===== src/rtl/jtsbaskt_gfx_slots.sv =====
`default_nettype none
// ============================================================================
// Module   : jtsbaskt_gfx_slots
// Purpose  : Two-slot SDRAM read cache for the graphics ROMs. The scroll
//            slot is always enabled; the object slot is gated by obj_cs.
//            Each slot holds one 32-bit word, its address and a valid flag.
//            A single SDRAM read is outstanding at most, and scroll has
//            priority over object when both miss.
// Ports    : clk, rst            - system clock, async active-high reset
//            scr_addr/data/ok    - scroll slot request, word, hit flag
//            obj_cs/addr/data/ok - object slot enable, request, word, hit
//            sdram_addr/rd       - outgoing read address and request
//            sdram_ack/rdy/din   - controller accept, data strobe, data
// Revision : 1.0 - initial release
// ============================================================================
module jtsbaskt_gfx_slots #(
    parameter logic [21:0] SCR_OFFSET = 22'h00_8000,
    parameter logic [21:0] OBJ_OFFSET = 22'h01_0000
) (
    input  logic        clk,
    input  logic        rst,
    input  logic [12:0] scr_addr,
    output logic [31:0] scr_data,
    output logic        scr_ok,
    input  logic        obj_cs,
    input  logic [13:0] obj_addr,
    output logic [31:0] obj_data,
    output logic        obj_ok,
    output logic [21:0] sdram_addr,
    output logic        sdram_rd,
    input  logic        sdram_ack,
    input  logic        sdram_rdy,
    input  logic [31:0] sdram_din
);

    typedef enum logic [1:0] {
        ST_IDLE      = 2'd0,
        ST_WAIT_ACK  = 2'd1,
        ST_WAIT_DATA = 2'd2
    } state_t;

    state_t      r_state;
    state_t      w_state_next;

    logic [12:0] r_scr_addr;
    logic [31:0] r_scr_data;
    logic        r_scr_valid;
    logic [13:0] r_obj_addr;
    logic [31:0] r_obj_data;
    logic        r_obj_valid;

    // Request register: which slot the outstanding read belongs to and the
    // slot address it was issued for. The slot is written from here, not from
    // the live input, so an address change mid-read cannot corrupt the tag.
    logic        r_req_obj;
    logic [13:0] r_req_addr;
    logic [21:0] r_sdram_addr;
    logic        r_sdram_rd;

    logic        w_scr_miss;
    logic        w_obj_miss;
    logic        w_pick_obj;
    logic        w_launch;
    logic        w_accept;
    logic        w_store;
    logic [21:0] w_scr_req;
    logic [21:0] w_obj_req;

    assign scr_ok     = r_scr_valid && (scr_addr == r_scr_addr);
    assign obj_ok     = obj_cs && r_obj_valid && (obj_addr == r_obj_addr);
    assign scr_data   = r_scr_data;
    assign obj_data   = r_obj_data;
    assign sdram_addr = r_sdram_addr;
    assign sdram_rd   = r_sdram_rd;

    assign w_scr_miss = !scr_ok;
    assign w_obj_miss = obj_cs && !obj_ok;
    // Scroll has fixed priority; object is only picked when scroll hits.
    assign w_pick_obj = !w_scr_miss;

    // 22-bit sums wrap naturally modulo 2^22.
    assign w_scr_req  = SCR_OFFSET + {9'd0, scr_addr};
    assign w_obj_req  = OBJ_OFFSET + {8'd0, obj_addr};

    always_ff @(posedge clk or posedge rst) begin
        if (rst) begin
            r_state <= ST_IDLE;
        end else begin
            r_state <= w_state_next;
        end
    end

    always_comb begin
        w_state_next = r_state;
        w_launch     = 1'b0;
        w_accept     = 1'b0;
        w_store      = 1'b0;
        case (r_state)
            ST_IDLE: begin
                if (w_scr_miss || w_obj_miss) begin
                    w_launch     = 1'b1;
                    w_state_next = ST_WAIT_ACK;
                end
            end
            ST_WAIT_ACK: begin
                if (sdram_ack) begin
                    w_accept     = 1'b1;
                    w_state_next = ST_WAIT_DATA;
                end
            end
            ST_WAIT_DATA: begin
                if (sdram_rdy) begin
                    w_store      = 1'b1;
                    w_state_next = ST_IDLE;
                end
            end
            default: w_state_next = ST_IDLE;
        endcase
    end

    always_ff @(posedge clk or posedge rst) begin
        if (rst) begin
            r_scr_addr   <= '0;
            r_scr_data   <= '0;
            r_scr_valid  <= 1'b0;
            r_obj_addr   <= '0;
            r_obj_data   <= '0;
            r_obj_valid  <= 1'b0;
            r_req_obj    <= 1'b0;
            r_req_addr   <= '0;
            r_sdram_addr <= '0;
            r_sdram_rd   <= 1'b0;
        end else begin
            if (w_launch) begin
                r_req_obj    <= w_pick_obj;
                r_req_addr   <= w_pick_obj ? obj_addr : {1'b0, scr_addr};
                r_sdram_addr <= w_pick_obj ? w_obj_req : w_scr_req;
                r_sdram_rd   <= 1'b1;
            end
            if (w_accept) begin
                r_sdram_rd <= 1'b0;
            end
            if (w_store) begin
                if (r_req_obj) begin
                    r_obj_addr  <= r_req_addr;
                    r_obj_data  <= sdram_din;
                    r_obj_valid <= 1'b1;
                end else begin
                    r_scr_addr  <= r_req_addr[12:0];
                    r_scr_data  <= sdram_din;
                    r_scr_valid <= 1'b1;
                end
            end
        end
    end

endmodule
`default_nettype wire

===== config.mk =====
export PLATFORM = sky130hd
export DESIGN_NAME = jtsbaskt_gfx_slots
export DESIGN_NICKNAME = d
export VERILOG_FILES = /design/src/rtl/jtsbaskt_gfx_slots.sv
export SDC_FILE = /design/constraint.sdc
export NUM_CORES = 1
export LEC_CHECK = 0
export ABC_AREA = 1
export CAP_MARGIN = 0
export CORE_UTILIZATION = 45
export CTS_CLUSTER_SIZE = 16
export DETAILED_ROUTE_END_ITERATION = 16
export GPL_ROUTABILITY_DRIVEN = 0
export PLACE_DENSITY = 0.77
export SYNTH_ARGS = -nofsm -noshare
export SYNTH_HDL_FRONTEND = slang
export SYNTH_SLANG_ARGS = --single-unit

===== constraint.sdc =====
create_clock -name clk -period 4 [get_ports clk]
set_input_delay 0.4 -clock clk [delete_from_list [all_inputs] [get_ports clk]]
set_output_delay 0.4 -clock clk [all_outputs]
set_load 0.01 [all_outputs]

==> results <==
- Relative to the synthesized area, the layout overhead comes to 34.8%.
- Entering global routing, the biggest net connects slightly above 90 pins.
- The initial utilization of the core area, before any placement, comes to a little under half.
- Across all layers, the routed design uses 4,558 vias.
- The class of the most critical setup path is register to output pin.
- Global routing finished with a remaining overflow of 0.
- The worst path uses approximately two thirds of the clock period.
- Clock-pin slew was measured on the worst setup and hold paths at 0.07 ns.
- For this run, the total global-route usage over all layers was measured as 24.1%.
- The number of global-route vias before repair was 4,643.
- The clock net in this run drives a total of 112 sinks.
- The synthesized cell area is about 5200 um^2.
- The arrival time reported for the critical path endpoint is 2.30 ns.
- The initial antenna violation count is 0.
- The CTS tree is done.
- The number of distinct library cell variants in the gate-level netlist after synthesis is 28.
- The first detailed-routing pass ran for 7 iterations.
- The post-CTS setup-driven buffer insertion count is 0.
- After detailed routing, the average wire length per cell comes to 14.1 um.
- The transition time of the tightest slew-check pin is 0.816 ns.
- The kind of capture point of the worst setup path is an output pin.
- The floorplan has 38 rows.
- The share of total power consumed by net switching is 34.7%.
- After the first detailed-routing iteration, the DRC count stood at 316.
- The final count of hold timing violations is 0.
- The worst clock skew is 0.00771 ns.
- In the synthesized netlist, mux cells make up 0% of the area.
- The largest family of logic cells by synthesized area is simple AND/OR/NAND/NOR gates.
- Summing the sequential cell areas from Yosys gives 54.1% of the chip area.
- The final total negative setup slack is 0 ns.
- The part of the total power dissipated in the clock network is 22.3%.
- Dividing the detail-routed via count by the number of cells gives 4.85.
- Yosys attributes the largest share of cell area to dfrtp_1 (54%), nand2_1 (18%), o21ai_0 (8.5%).
- The hold buffer count at cts is 0.
- The number of buffers inserted by port buffering is 146.
- Gates resized during post-CTS repair numbered 0.
- The number of buffers on the longest clock path is 2.
- The flow ran to the end, and the final reports show no timing, DRC or antenna violations.
- The net switching power of the design is about 1.3 mW.
- The count of mapped cells out of synthesis is 660.
- In this run, synthesis produced a sequential element count of 112.
- The H-tree was split into 3 levels.
- Setup repair after global routing left no endpoint under its margin.
- The first-pass GRT wire length is between 20,000 and 25,000 um.
- The path class of the tightest hold or removal check is register to register.
- The worst relative slew slack is 45.6%.
- The share of total power dissipated in sequential elements is 42.3%.
- Of the total synthesized cell area, the portion taken by AND, OR, NAND and NOR gates is 25.0%.
- The share of the synthesized area in compound gates (AO/OA/AOI/OAI) is approximately a tenth.
- Of the cells placed in the final design, the portion with a size suffix greater than 1 is around 4.3%.
- The count of pins over their slew limit is 0.
- In this run the power density over the cells is around 550 nW/um^2.
- Measured on the finished design, the core utilization comes to about 63%.
- Combinational logic burns a little over a third of the power.
- Summed over all nets, the half-perimeter wirelength after detailed placement is 9420 um.
- The count of nets after finishing is 858.
- The cell type with the largest total area after synthesis is dfrtp_1.
- roughly 150 I/O pins were placed.
- The average cell area after synthesis is just under 8 um^2.
- After detailed routing, the number of remaining DRC violations is 0.
- The die width is 109 um.
- The number of clock buffers added by TritonCTS is 9.
- The repair_antennas step left the layout with diodes totalling 0.
- The data required time at the worst endpoint is 3.60 ns.
- The area inside the core boundary is 11,000 um^2.
- The number of max-cap violations is 0.
- The static leakage power is 3.50 nW.
- The root buffer cell chosen for the clock tree is clkbuf_16.
- At the later pin of the worst-skew pair, clock insertion delay measures 0.34 ns.
- The post-route antenna net violation count is 0.
- The internal power component is between 2 and 3 mW.
- The synthesized netlist devotes 0% of its cell area to adder and majority cells.
- The fraction of synthesized cell area in xor and xnor cells is 0.507%.
- Setup violations remaining at the end of the flow were counted as 0.
- The critical path startpoint category is a register.
- During synthesis, Yosys emitted a total of 0 warnings.
- Derived from the worst setup path, the maximum achievable clock frequency is about 0.37 GHz.
- The filler cell count in the final layout is between 900 and 1,000.
- The time the worst path needs with I/O delays and setup is between 2 and 3 ns.
- The largest fanout on the critical path is 16.
- The worst-case IR drop observed on VDD is approximately 0.00035 V.
- The final layout contains routed wiring with a total length of 13,300 um.
- The top cell type by area accounts for a little over half of the synthesized area.
- The die outline area is between 10,000 and 15,000 um^2.
- The floorplan die height is 109 um.
[layer usage]
layer  global-route usage (%)  part of all wire (%)  up-vias
met3                     6.82                   9.2       17
li1                         -                     -     2274
met2                     38.7                    45      170
met5                        0                     0        -
met1                     31.2                    44     2097
met4                     9.14                   1.9        0
[state kept, by name (all words and copies together), names as in the netlist]
register	cells
obj_data	32
scr_data	32
r_obj_addr	14
r_req_addr	13
r_scr_addr	13
sdram_addr	3
r_state	2
r_obj_valid	1
r_scr_valid	1
sdram_rd	1
[cell families (layout without fill, tap and decap cells)]
| group | Yosys count | after routing |
|---|---|---|
| other | 1 | 6 |
| flip-flops | 112 | 112 |
| AO/OA/AOI/OAI | 96 | 96 |
| AND/OR/NAND/NOR | 313 | 313 |
| XOR/XNOR | 3 | 3 |
| buffers and inverters | 135 | 269 |
[worst max-delay path, cell delays in order (launching register included)]
cell	delay [ns]
dfrtp_1	0.77
nand2_1	0.12
nor3_1	0.18
nand2_1	0.08
nor4_1	0.22
clkdlybuf4s50_1	0.60
[power groups by stage]
stage	combinational [mW]	sequential, mW	clock [mW]
after detailed placement	1.35	1.64	0
after floorplan	0.593	1.71	0
after CTS	1.36	1.63	0.871
after global routing	1.52	1.66	0.922
after global placement	1.32	1.63	0
final	1.35	1.62	0.857
[cell usage after synthesis (all sizes together)]
cell type	n
nand2	251
dfrtp	112
inv	102
o21ai	92
nor2	30
nand4	19
buf	17
clkbuf	16
nand3	9
a21oi	3
nor3	2
xor2	2
conb	1
nand3b	1
nor4	1
o31ai	1
xnor2	1
[through the flow]
stage	setup WS (ns)	hold slack (ns)	instance area, um^2	cells	power, mW
detailed placement	1.42	0.451	6700	923	3.00
global route	1.16	0.497	6980	939	4.10
floorplan	0.641	0.434	5200	665	2.30
global placement	1.48	0.446	6700	923	2.96
finish	1.30	0.466	6980	939	3.84
CTS	1.34	0.468	6980	939	3.86
[cell usage in the layout, fill, tap and decap left out, drive strengths merged, types with 2 or more instances in the layout]
master         instances
xor2                   2
nand3                  9
inv                  104
clkbuf                11
nand4                 19
a21oi                  3
clkdlybuf4s50        146
dfrtp                112
buf                    5
nor2                  30
conb                   6
clkinv                 2
o21ai                 92
nor3                   2
nand2                251
[layout make-up]
type                       instances  area [um^2]  share of cell area (%)
clock inverter                     5         38.8                   0.555
inverter                         102          385                    5.52
timing repair buffer             151         1500                    21.5
tap                              140          175                    2.51
clock buffer                      11          243                    3.48
sequential                       112         2800                    40.1
multi-input combinational        418         1840                    26.3
[final timing paths]
kind / from / end / slack, ns / depth (start not counted)
worst max-delay path: r_scr_valid$_DFFE_PP0P_ / scr_ok / 1.30 / 5
worst min-delay path: r_obj_valid$_DFFE_PP0P_ / r_obj_valid$_DFFE_PP0P_ / 0.47 / 2
worst max register to register: r_scr_valid$_DFFE_PP0P_ / r_req_addr[11]$_DFFE_PP0P_ / 2.00 / 9
worst min register to register: r_obj_valid$_DFFE_PP0P_ / r_obj_valid$_DFFE_PP0P_ / 0.47 / 2
max in group asynchronous: rst / scr_data[21]$_DFFE_PP0P_ / 2.61 / 3
min in group asynchronous: rst / obj_data[16]$_DFFE_PP0P_ / 0.52 / 2
No activity file was read; power rests on OpenSTA's default activity.
